## src/rtl/wb_pkg.sv

```systemverilog
// Shared types for the Wishbone master bridge: FSM encoding, size codes
// and the alignment rule applied to CPU requests.
package wb_pkg;

    typedef enum logic [1:0] {
        ST_IDLE,
        ST_BUS,
        ST_DONE,
        ST_FAIL
    } state_t;

    localparam logic [1:0] SZ_BYTE = 2'd0;
    localparam logic [1:0] SZ_HALF = 2'd1;
    localparam logic [1:0] SZ_WORD = 2'd2;

    // Reserved size code counts as misaligned so it takes the error path.
    function automatic logic misaligned(input logic [1:0] size,
                                        input logic [1:0] lo);
        case (size)
            SZ_BYTE: misaligned = 1'b0;
            SZ_HALF: misaligned = lo[0];
            SZ_WORD: misaligned = |lo;
            default: misaligned = 1'b1;
        endcase
    endfunction

endpackage

```

## src/rtl/wb_lane_steer.sv

```systemverilog
// Little-endian lane steering: byte selects and replicated write data
// for a request, and right-justified zero-extended read data from the bus.
module wb_lane_steer
    import wb_pkg::*;
(
    input  logic [1:0]  size,
    input  logic [1:0]  lo,
    input  logic [31:0] wdata,
    input  logic [31:0] bus_rdat,
    output logic [3:0]  sel,
    output logic [31:0] bus_wdat,
    output logic [31:0] rdata
);

    logic [31:0] shifted;

    assign shifted = bus_rdat >> {lo, 3'b000};

    always_comb begin
        sel      = 4'b1111;
        bus_wdat = wdata;
        rdata    = bus_rdat;
        case (size)
            SZ_BYTE: begin
                sel      = 4'b0001 << lo;
                bus_wdat = {4{wdata[7:0]}};
                rdata    = {24'h0, shifted[7:0]};
            end
            SZ_HALF: begin
                sel      = 4'b0011 << lo;
                bus_wdat = {2{wdata[15:0]}};
                rdata    = {16'h0, shifted[15:0]};
            end
            default: ;
        endcase
    end

endmodule

```

## src/rtl/wb_master_bridge.sv

```systemverilog
// Wishbone classic initiator: one bus cycle per CPU load/store.
// Define WBM_TIMEOUT_EN to abort bus cycles that get no ack/err in time.
module wb_master_bridge
    import wb_pkg::*;
#(
    parameter int TIMEOUT_CYCLES = 255
) (
    input  logic        clk_i,
    input  logic        rst_i,
    input  logic        cpu_req_i,
    input  logic        cpu_we_i,
    input  logic [1:0]  cpu_size_i,
    input  logic [31:0] cpu_addr_i,
    input  logic [31:0] cpu_wdata_i,
    output logic [31:0] cpu_rdata_o,
    output logic        cpu_ready_o,
    output logic        cpu_err_o,
    output logic        wb_cyc_o,
    output logic        wb_stb_o,
    output logic        wb_we_o,
    output logic [3:0]  wb_sel_o,
    output logic [31:0] wb_adr_o,
    output logic [31:0] wb_dat_o,
    input  logic [31:0] wb_dat_i,
    input  logic        wb_ack_i,
    input  logic        wb_err_i
);

    state_t      state_q, state_n;
    logic [1:0]  size_q, lo_q;
    logic        we_q, cyc_q, ready_q, err_q;
    logic [3:0]  sel_q;
    logic [31:0] adr_q, dat_q, rdata_q;
    logic [1:0]  st_size, st_lo;
    logic [3:0]  st_sel;
    logic [31:0] st_wdat, st_rdata;
    logic        in_bus, accept, tmo_hit;

    assign in_bus  = state_q == ST_BUS;
    assign accept  = (state_q == ST_IDLE) && (state_n == ST_BUS);
    // Steering sees the live request in IDLE and the latched one in BUS.
    assign st_size = in_bus ? size_q : cpu_size_i;
    assign st_lo   = in_bus ? lo_q : cpu_addr_i[1:0];

    wb_lane_steer u_steer (
        .size     (st_size),
        .lo       (st_lo),
        .wdata    (cpu_wdata_i),
        .bus_rdat (wb_dat_i),
        .sel      (st_sel),
        .bus_wdat (st_wdat),
        .rdata    (st_rdata)
    );

    always_comb begin
        state_n = state_q;
        case (state_q)
            ST_IDLE: begin
                if (cpu_req_i) begin
                    state_n = misaligned(cpu_size_i, cpu_addr_i[1:0])
                            ? ST_FAIL : ST_BUS;
                end
            end
            ST_BUS: begin
                if (wb_err_i)     state_n = ST_FAIL;
                else if (wb_ack_i) state_n = ST_DONE;
                else if (tmo_hit) state_n = ST_FAIL;
            end
            default: state_n = ST_IDLE;
        endcase
    end

    always_ff @(posedge clk_i or posedge rst_i) begin
        if (rst_i) begin
            state_q <= ST_IDLE;
            size_q  <= '0;
            lo_q    <= '0;
            we_q    <= 1'b0;
            cyc_q   <= 1'b0;
            ready_q <= 1'b0;
            err_q   <= 1'b0;
            sel_q   <= '0;
            adr_q   <= '0;
            dat_q   <= '0;
            rdata_q <= '0;
        end else begin
            state_q <= state_n;
            cyc_q   <= state_n == ST_BUS;
            ready_q <= (state_n == ST_DONE) || (state_n == ST_FAIL);
            err_q   <= state_n == ST_FAIL;
            if (accept) begin
                size_q <= cpu_size_i;
                lo_q   <= cpu_addr_i[1:0];
                we_q   <= cpu_we_i;
                adr_q  <= {cpu_addr_i[31:2], 2'b00};
                sel_q  <= st_sel;
                dat_q  <= st_wdat;
            end
            if (in_bus && wb_ack_i && !wb_err_i && !we_q) begin
                rdata_q <= st_rdata;
            end
        end
    end

`ifdef WBM_TIMEOUT_EN
    localparam int CW = $clog2(TIMEOUT_CYCLES + 1);
    localparam logic [CW-1:0] TMO_LAST = CW'(TIMEOUT_CYCLES - 1);

    logic [CW-1:0] tmo_q;

    assign tmo_hit = tmo_q == TMO_LAST;

    always_ff @(posedge clk_i or posedge rst_i) begin
        if (rst_i) begin
            tmo_q <= '0;
        end else if (accept) begin
            tmo_q <= '0;
        end else if (in_bus && !wb_ack_i && !wb_err_i) begin
            tmo_q <= tmo_q + CW'(1);
        end
    end
`else
    logic unused_tmo;

    assign tmo_hit    = 1'b0;
    assign unused_tmo = ^32'(TIMEOUT_CYCLES);
`endif

    assign cpu_rdata_o = rdata_q;
    assign cpu_ready_o = ready_q;
    assign cpu_err_o   = err_q;
    assign wb_cyc_o    = cyc_q;
    assign wb_stb_o    = cyc_q;
    assign wb_we_o     = we_q;
    assign wb_sel_o    = sel_q;
    assign wb_adr_o    = adr_q;
    assign wb_dat_o    = dat_q;

endmodule

```

## config.mk

```make
export PLATFORM = sky130hd
export DESIGN_NAME = wb_master_bridge
export DESIGN_NICKNAME = d
export VERILOG_FILES = /design/src/rtl/wb_pkg.sv /design/src/rtl/wb_lane_steer.sv /design/src/rtl/wb_master_bridge.sv
export SDC_FILE = /design/constraint.sdc
export NUM_CORES = 1
export LEC_CHECK = 0
export ABC_AREA = 0
export CORE_AREA = 4 4 104 82
export CTS_BUF_LIST = sky130_fd_sc_hd__clkbuf_16
export DETAILED_ROUTE_END_ITERATION = 12
export DIE_AREA = 0 0 108 86
export DONT_BUFFER_PORTS = 1
export PLACE_DENSITY = 0.78
export SYNTH_ARGS = -nofsm -noshare
export SYNTH_HDL_FRONTEND = slang
export SYNTH_SLANG_ARGS = --single-unit
```

## constraint.sdc

```tcl
create_clock -name clk_i -period 7.2 [get_ports clk_i]
set_clock_uncertainty 0.2 [all_clocks]
set_input_delay 0.36 -clock clk_i [delete_from_list [all_inputs] [get_ports clk_i]]
set_output_delay 0.36 -clock clk_i [all_outputs]
set_load 0.01 [all_outputs]
```

==> reports/results.tsv, run 1 <==
metric	value	unit
status	finished, final reports clean	
RSZ-0062 raised after global routing	false	
initial antenna violation count	0	
Setup WS pre-CTS	4550	ps
startpoint types	register	
area of the multi-input gates	1870	um^2
reg2reg path depth	5	
part of the cycle the worst path needs	37.0	%
crit path DAT	2700	ps
Compound-Gate Fraction of Synth Area	17.0	%
port buffer count	0	
DR WL/cell	22.4	um
die area	9290	um^2
simple logic cell fraction of the synthesized area	8.09	%
DP HPWL	8220	um
FP Rows	28	
vias in the first global route	3499	
clock insertion delay at the later pin of the skew report	340	ps
Crit. End Element	register	
adder-cell share of the synthesized area	0	%
NumNets Final	550	
DR iter-0 viols	299	
ANT cells	0	
Final Critical Period	2660	ps
leakage dissipation	0.00257	uW
GRT Resource Usage Total	27.2	%
Sequential Area	2700	um^2
post-synthesis xor/xnor area fraction	0	%
r2r endpoint	cpu_rdata_o[0]	
vias	3404	
layout cells sized above 1	15.5	%
Yosys reg bits	108	
CP endpoint	cpu_rdata_o[0]	
worst-margin pin slew	1040	ps
largest net degree at the start of global routing	103	
grt total ovfl	0	
Post-CTS Setup Bufs	0	
TritonCTS clock tree	yes	
maximum vdd drop	0.214	mV
Initial Util	62.7	%
Avg Inst Size Synth	12.0	um^2
FMAX	375	MHz
PD cells	430	nW/um^2
Cell Area, Synth	4770	um^2
sequential area share after synthesis	56.7	%
IO Count	209	
Post-synth EDFFs	0	
cts bufs inserted	9	
drt via density	6.12	
post-synthesis cell type count	38	
Ys Warns	0	
Required @ worst endpoint	7230	ps
ys flop type	dfrtp_1	
DIE HEIGHT	86	um
RR Startpoint	state_q[1]	
most common cell in the synthesized netlist	dfrtp_1	
Max Cap Viol	0	
Post-Synthesis Cells	397	
final hold vios	0	
core area	7600	um^2
mux cell area share after synthesis	13.9	%
critical path startpoint	state_q[1]	
Post-synth ARST share	100	%
ANT nets after route	0	
detailed-route DRC error count	0	
clock root cell	clkbuf_16	
register-to-register setup slack	4540	ps
crit-path max FO	23	
area leader, netlist	dfrtp_1	
setup TNS after final layout	0	ps
clk sinks	108	
1st-pass router iterations	6	
top cells by area, synth	dfrtp_1 (57%), mux2_2 (9.7%), mux2i_1 (4.2%)	
clock-pin slew on the worst setup and hold paths	70	ps
first-pass GRT wire length	19400	um
total detailed-routing wirelength	12500	um
Clock Tree Buf Depth	2	
H-Tree Depth	3	
Worst Hold Class	primary input to register	
top cell type's share of synthesized area	56.7	%
min setup slack post-route	4540	ps
routability cong.	0.859	
largest family of logic cells by synthesized area	compound AO/OA/AOI/OAI gates	
max-slew violations	0	
min-delay src	cpu_addr_i[1]	
Final setup viols	0	
Setup CP Type	register to register	
Area Overhead vs Synth	19.9	%
slew margin rel.	30.8	%
worst hold path depth	2	
Fillers	533	
Post-synth top cells	dfrtp_1 (108), nand2_1 (42), mux2_2 (41), o21ai_0 (32), mux2i_1 (20)	
Die W	108	um
==> state kept, by name, indices dropped and copies added, names as in the netlist <==
name,flops
wb_cyc_o,1
cpu_err_o,1
cpu_rdata_o,32
wb_adr_o,30
lo_q,2
cpu_ready_o,1
wb_we_o,1
wb_dat_o,32
size_q,2
state_q,2
wb_sel_o,4
==> metal layers <==
layer | global-route usage, % | up-vias | part of all wire (%)
met5 | 0 | - | 0
met1 | 34.0 | 1619 | 37
met2 | 41.9 | 201 | 47
met3 | 12.7 | 31 | 13
met4 | 9.86 | 0 | 2.6
li1 | - | 1553 | -
==> layout make-up <==
class | instances | share of cell area (%)
well taps | 105 | 2.30
repair buffers | 67 | 11.6
clock inverters | 7 | 1.84
clock buffers | 9 | 3.94
multi-input cells | 255 | 32.6
flip-flops and latches | 108 | 47.3
inverters | 5 | 0.372
==> critical path, cell delays in order (launching register included) <==
cell	delay (ps)
dfrtp_1	490
nand2b_4	280
mux2_2	570
nor2_1	570
o22ai_1	150
o31ai_1	280
==> worst min-delay path by stage <==
stage | endpoint | slack [ps]
after global placement | cpu_rdata_o[27] | 20
after global routing | size_q[1] | 20
after CTS | size_q[1] | 3
after floorplan | cpu_rdata_o[16] | 290
after detailed placement | cpu_rdata_o[30] | 20
final | lo_q[1] | 9
==> logic make-up after synthesis <==
logic type             Yosys count
AO/OA/AOI/OAI                  113
buffers and inverters           35
flip-flops                     108
other                            1
AND/OR/NAND/NOR                 79
multiplexers                    61
==> power breakdown <==
group	switching (uW)	internal (uW)	leakage, uW
Clock	223	311	0.000164
Combinational	316	329	0.00106
Sequential	378	900	0.00135
==> layout by cell type (no fill, tap or decap), types with 2 or more instances in the layout <==
cell type and instances:
nor2_1 15, nor4bb_1 3, a21oi_1 6, mux2i_1 20
a221o_1 7, and2b_1 5, a22o_1 16, o21ai_0 32
nand2b_1 3, a222oi_1 8, conb_1 2, inv_1 4
clkbuf_16 9, dlygate4sd3_1 64, nor2b_1 3, a22oi_1 8
mux2_2 41, o22ai_1 8, dfrtp_1 108, buf_4 3
inv_8 2, a31o_2 4, o31ai_1 8, a211oi_1 12
nand2_1 42, bufinv_16 2
==> what timing repair did <==
action	in CTS	in global routing
hold buffers	64	0
resized for setup	0	0
hold endpoints to repair	90	0
==> stage by stage <==
| stage | hold slack, ps | instances | util, % | power [uW] | area (um^2) |
|---|---|---|---|---|---|
| finish | 9.46 | 556 | 75.2 | 2460 | 5710 |
| detailed placement | 21.5 | 476 | 62.4 | 1900 | 4740 |
| global route | 24.4 | 556 | 75.2 | 2600 | 5710 |
| global placement | 17.2 | 476 | 62.4 | 1860 | 4740 |
| CTS | 3.30 | 556 | 75.2 | 2460 | 5710 |
| floorplan | 293 | 398 | - | 1740 | 4770 |
(Power assumes the default switching activity.)
==> inputs of run 2 (changes only) <==
CORE_AREA = 4 4 111 87   (was 4 4 104 82)
DIE_AREA = 0 0 115 91   (was 0 0 108 86)
PLACE_DENSITY = 0.73   (was 0.78)
clock period = 2.25 ns   (was 7.2 ns; I/O delays follow)
==> reports/results.tsv, run 2 <==
metric	value	unit
status	stopped before the end	
stage reached	clock tree synthesis	
Err	[ERROR RSZ-0060] Max buffer count reached.	
post-synthesis cell type count	38	
Post-CTS Setup Bufs	0	
Die W	115	um
Clock Tree Buf Depth	2	
port buffer count	0	
Post-synth EDFFs	0	
top cells by area, synth	dfrtp_1 (57%), mux2_2 (9.7%), mux2i_1 (4.2%)	
Resize count post-CTS	0	
Post-synth ARST share	100	%
post-cts hold buffer count	102	
sequential area share after synthesis	56.7	%
clk sinks	108	
area leader, netlist	dfrtp_1	
clock root cell	clkbuf_16	
top cell type's share of synthesized area	56.7	%
H-Tree Depth	3	
ys flop type	dfrtp_1	
Post-synth top cells	dfrtp_1 (108), nand2_1 (42), mux2_2 (41), o21ai_0 (32), mux2i_1 (20)	
DIE HEIGHT	91	um
IO Count	209	
Yosys reg bits	108	
most common cell in the synthesized netlist	dfrtp_1	
FP Rows	29	
placed instance count	491	
Post-Synthesis Cells	397	
cts bufs inserted	9	
routability cong.	0.817	
Ys Warns	0	
Initial Util	56.6	%
Cell Area, Synth	4770	um^2
Avg Inst Size Synth	12.0	um^2
DP HPWL	8740	um
==> run 2: metrics by stage <==
| step | area [um^2] | worst slack, ps |
|---|---|---|
| detailed placement | 4880 | 121 |
| global placement | 4880 | 204 |
| floorplan | 4770 | 239 |
==> run 2: kinds of logic after synthesis <==
| family | count (synthesis) | synth area share, % |
|---|---|---|
| other cells | 1 | 0.0787 |
| simple gates | 79 | 8.09 |
| flops | 108 | 56.7 |
| buf+inv | 35 | 4.23 |
| compound gates | 113 | 17.0 |
| mux | 61 | 13.9 |
==> inputs of run 3 (changes only) <==
CORE_AREA = 4 4 115 117   (was 4 4 111 87)
CTS_BUF_LIST = not set   (was sky130_fd_sc_hd__clkbuf_16)
DIE_AREA = 0 0 119 121   (was 0 0 115 91)
PLACE_DENSITY = not set   (was 0.73)
PLACE_DENSITY_LB_ADDON = 0.15   (was not set)
clock period = 2.93 ns   (was 2.25 ns; I/O delays follow)
==> reports/results.tsv, run 3 (synthesis results as in run 1) <==
metric	value	unit
status	finished, final reports clean	
Final Critical Period	2740	ps
die area	14400	um^2
logic gate share of total power	28.2	%
Worst Hold Class	primary input to register	
cts bufs inserted	9	
Initial Util	38.5	%
Flop pwr share	51.6	%
max-slew violations	0	
layout cells sized above 1	14.5	%
Crit-path slowest cell	dlygate4sd3_1	
Setup CP Type	register to register	
routability cong.	0.806	
PD cells	973	nW/um^2
met1 GRT Util	23.5	%
IO Count	209	
placed instance count	547	
NumNets Final	596	
grt total ovfl	0	
Finished Layout Cells	669	
Clock power frac	20.2	%
core area	12400	um^2
DR WL/cell	20.0	um
detailed-route DRC error count	0	
Tot Pwr	6080	uW
FMAX	365	MHz
CP delay by family, top	buffers and inverters	
H-Tree Depth	3	
met3 Usage GRT	6.99	%
RSZ-0062 raised after global routing	false	
hold endpoint	wb_sel_o[1]	
Clock Tree Buf Depth	2	
clock insertion delay at the later pin of the skew report	340	ps
vias in the first global route	3697	
initial antenna violation count	0	
GR met2 Demand/Resource	30.2	%
part of the cycle the worst path needs	93.5	%
area of the multi-input gates	1870	um^2
Sequential Area	2700	um^2
Fillers	1051	
DR iter-0 viols	285	
drt via density	5.39	
Buf+Inv Stages, Crit Path	1	
GRT Resource Usage Total	18.7	%
hold_ws	16.7	ps
setup TNS after final layout	0	ps
cells along the critical path	nand2b_4, mux2_4, a21oi_1, nor2_2, a221o_1, dlygate4sd3_1	
register-to-register setup slack	190	ps
reg2reg path depth	6	
crit-path max FO	23	
RR Startpoint	state_q[1]	
clock-pin slew on the worst setup and hold paths	70	ps
total detailed-routing wirelength	13400	um
crit path DAT	2770	ps
slew margin rel.	29.0	%
final hold vios	0	
clock root cell	clkbuf_16	
worst-margin pin slew	1060	ps
design area	6250	um^2
most common cell after layout, fill and taps aside	dfrtp_1	
worst hold path depth	3	
first-pass GRT wire length	21100	um
internal power	3840	uW
slowest stage delay, CP	550	ps
Crit. End Element	register	
Switch Pwr	2250	uW
largest net degree at the start of global routing	103	
r2r endpoint	cpu_rdata_o[15]	
Most Used Layer, Global Route	met2	
Max Cap Viol	0	
maximum vdd drop	0.516	mV
min-delay src	cpu_addr_i[1]	
critical path startpoint	state_q[1]	
startpoint types	register	
clk sinks	108	
Final setup viols	0	
ANT nets after route	0	
FP Rows	41	
switch share	36.9	%
1st-pass router iterations	6	
TritonCTS clock tree	yes	
DIE HEIGHT	121	um
ANT cells	0	
port buffer count	0	
DP Area	4880	um^2
Die W	119	um
leakage dissipation	0.00275	uW
commonest non-fill, non-tap cells in the layout	dfrtp_1 (108), dlygate4sd3_1 (106), nand2_1 (42)	
Required @ worst endpoint	2960	ps
vias	3607	
DP HPWL	8850	um
Area Overhead vs Synth	31.2	%
==> run 3: layout make-up <==
type,instances,share of cell area (%)
clock buffer,15,4.28
clock inverter,1,0.480
inverter,5,0.360
multi-input combinational,255,30.0
sequential,108,43.2
tap,172,3.44
timing repair buffer,113,18.2
==> run 3: tightest hold or removal path, delay by kind of cell <==
kind,cells,cell delay [ps]
mux,1,80
compound gates,2,280
==> run 3: worst max-delay path by stage <==
stage	cells past startpoint	end
finish	6	cpu_rdata_o[15]
global route	7	cpu_rdata_o[15]
CTS	6	cpu_rdata_o[15]
detailed placement	5	cpu_rdata_o[12]
global placement	5	cpu_rdata_o[13]
floorplan	6	cpu_rdata_o[2]
==> run 3: per-layer routing <==
layer	part of all wire, %	wire, um	up-vias
met3	9.8	1310	16
met2	48	6360	173
met1	41	5520	1771
li1	-	-	1647
met5	0	0	-
met4	1.5	197	0
==> run 3: power by group through the flow <==
stage / logic [uW] / clock network [uW] / registers (uW)
after floorplan: 1340 / 0 / 2930
final: 1720 / 1230 / 3140
after global routing: 1920 / 1330 / 3240
after detailed placement: 1540 / 0 / 3160
after CTS: 1710 / 1270 / 3140
after global placement: 1490 / 0 / 3160
==> run 3: per-stage QoR <==
stage          setup WS [ps]  utilization, %
6_report                 192            50.6
5_1_grt                 13.6            50.6
4_1_cts                 31.3            50.5
3_5_place_dp             568            39.5
3_3_place_gp             633            39.5
2_1_floorplan            919               -
==> run 3: repair_timing <==
action / in CTS / in global routing
resized for setup: 0 / 3
setup buffers: 0 / 0
hold buffers: 106 / 0
endpoints found under the setup margin: 0 / 3
endpoints found under the hold margin: 139 / 0
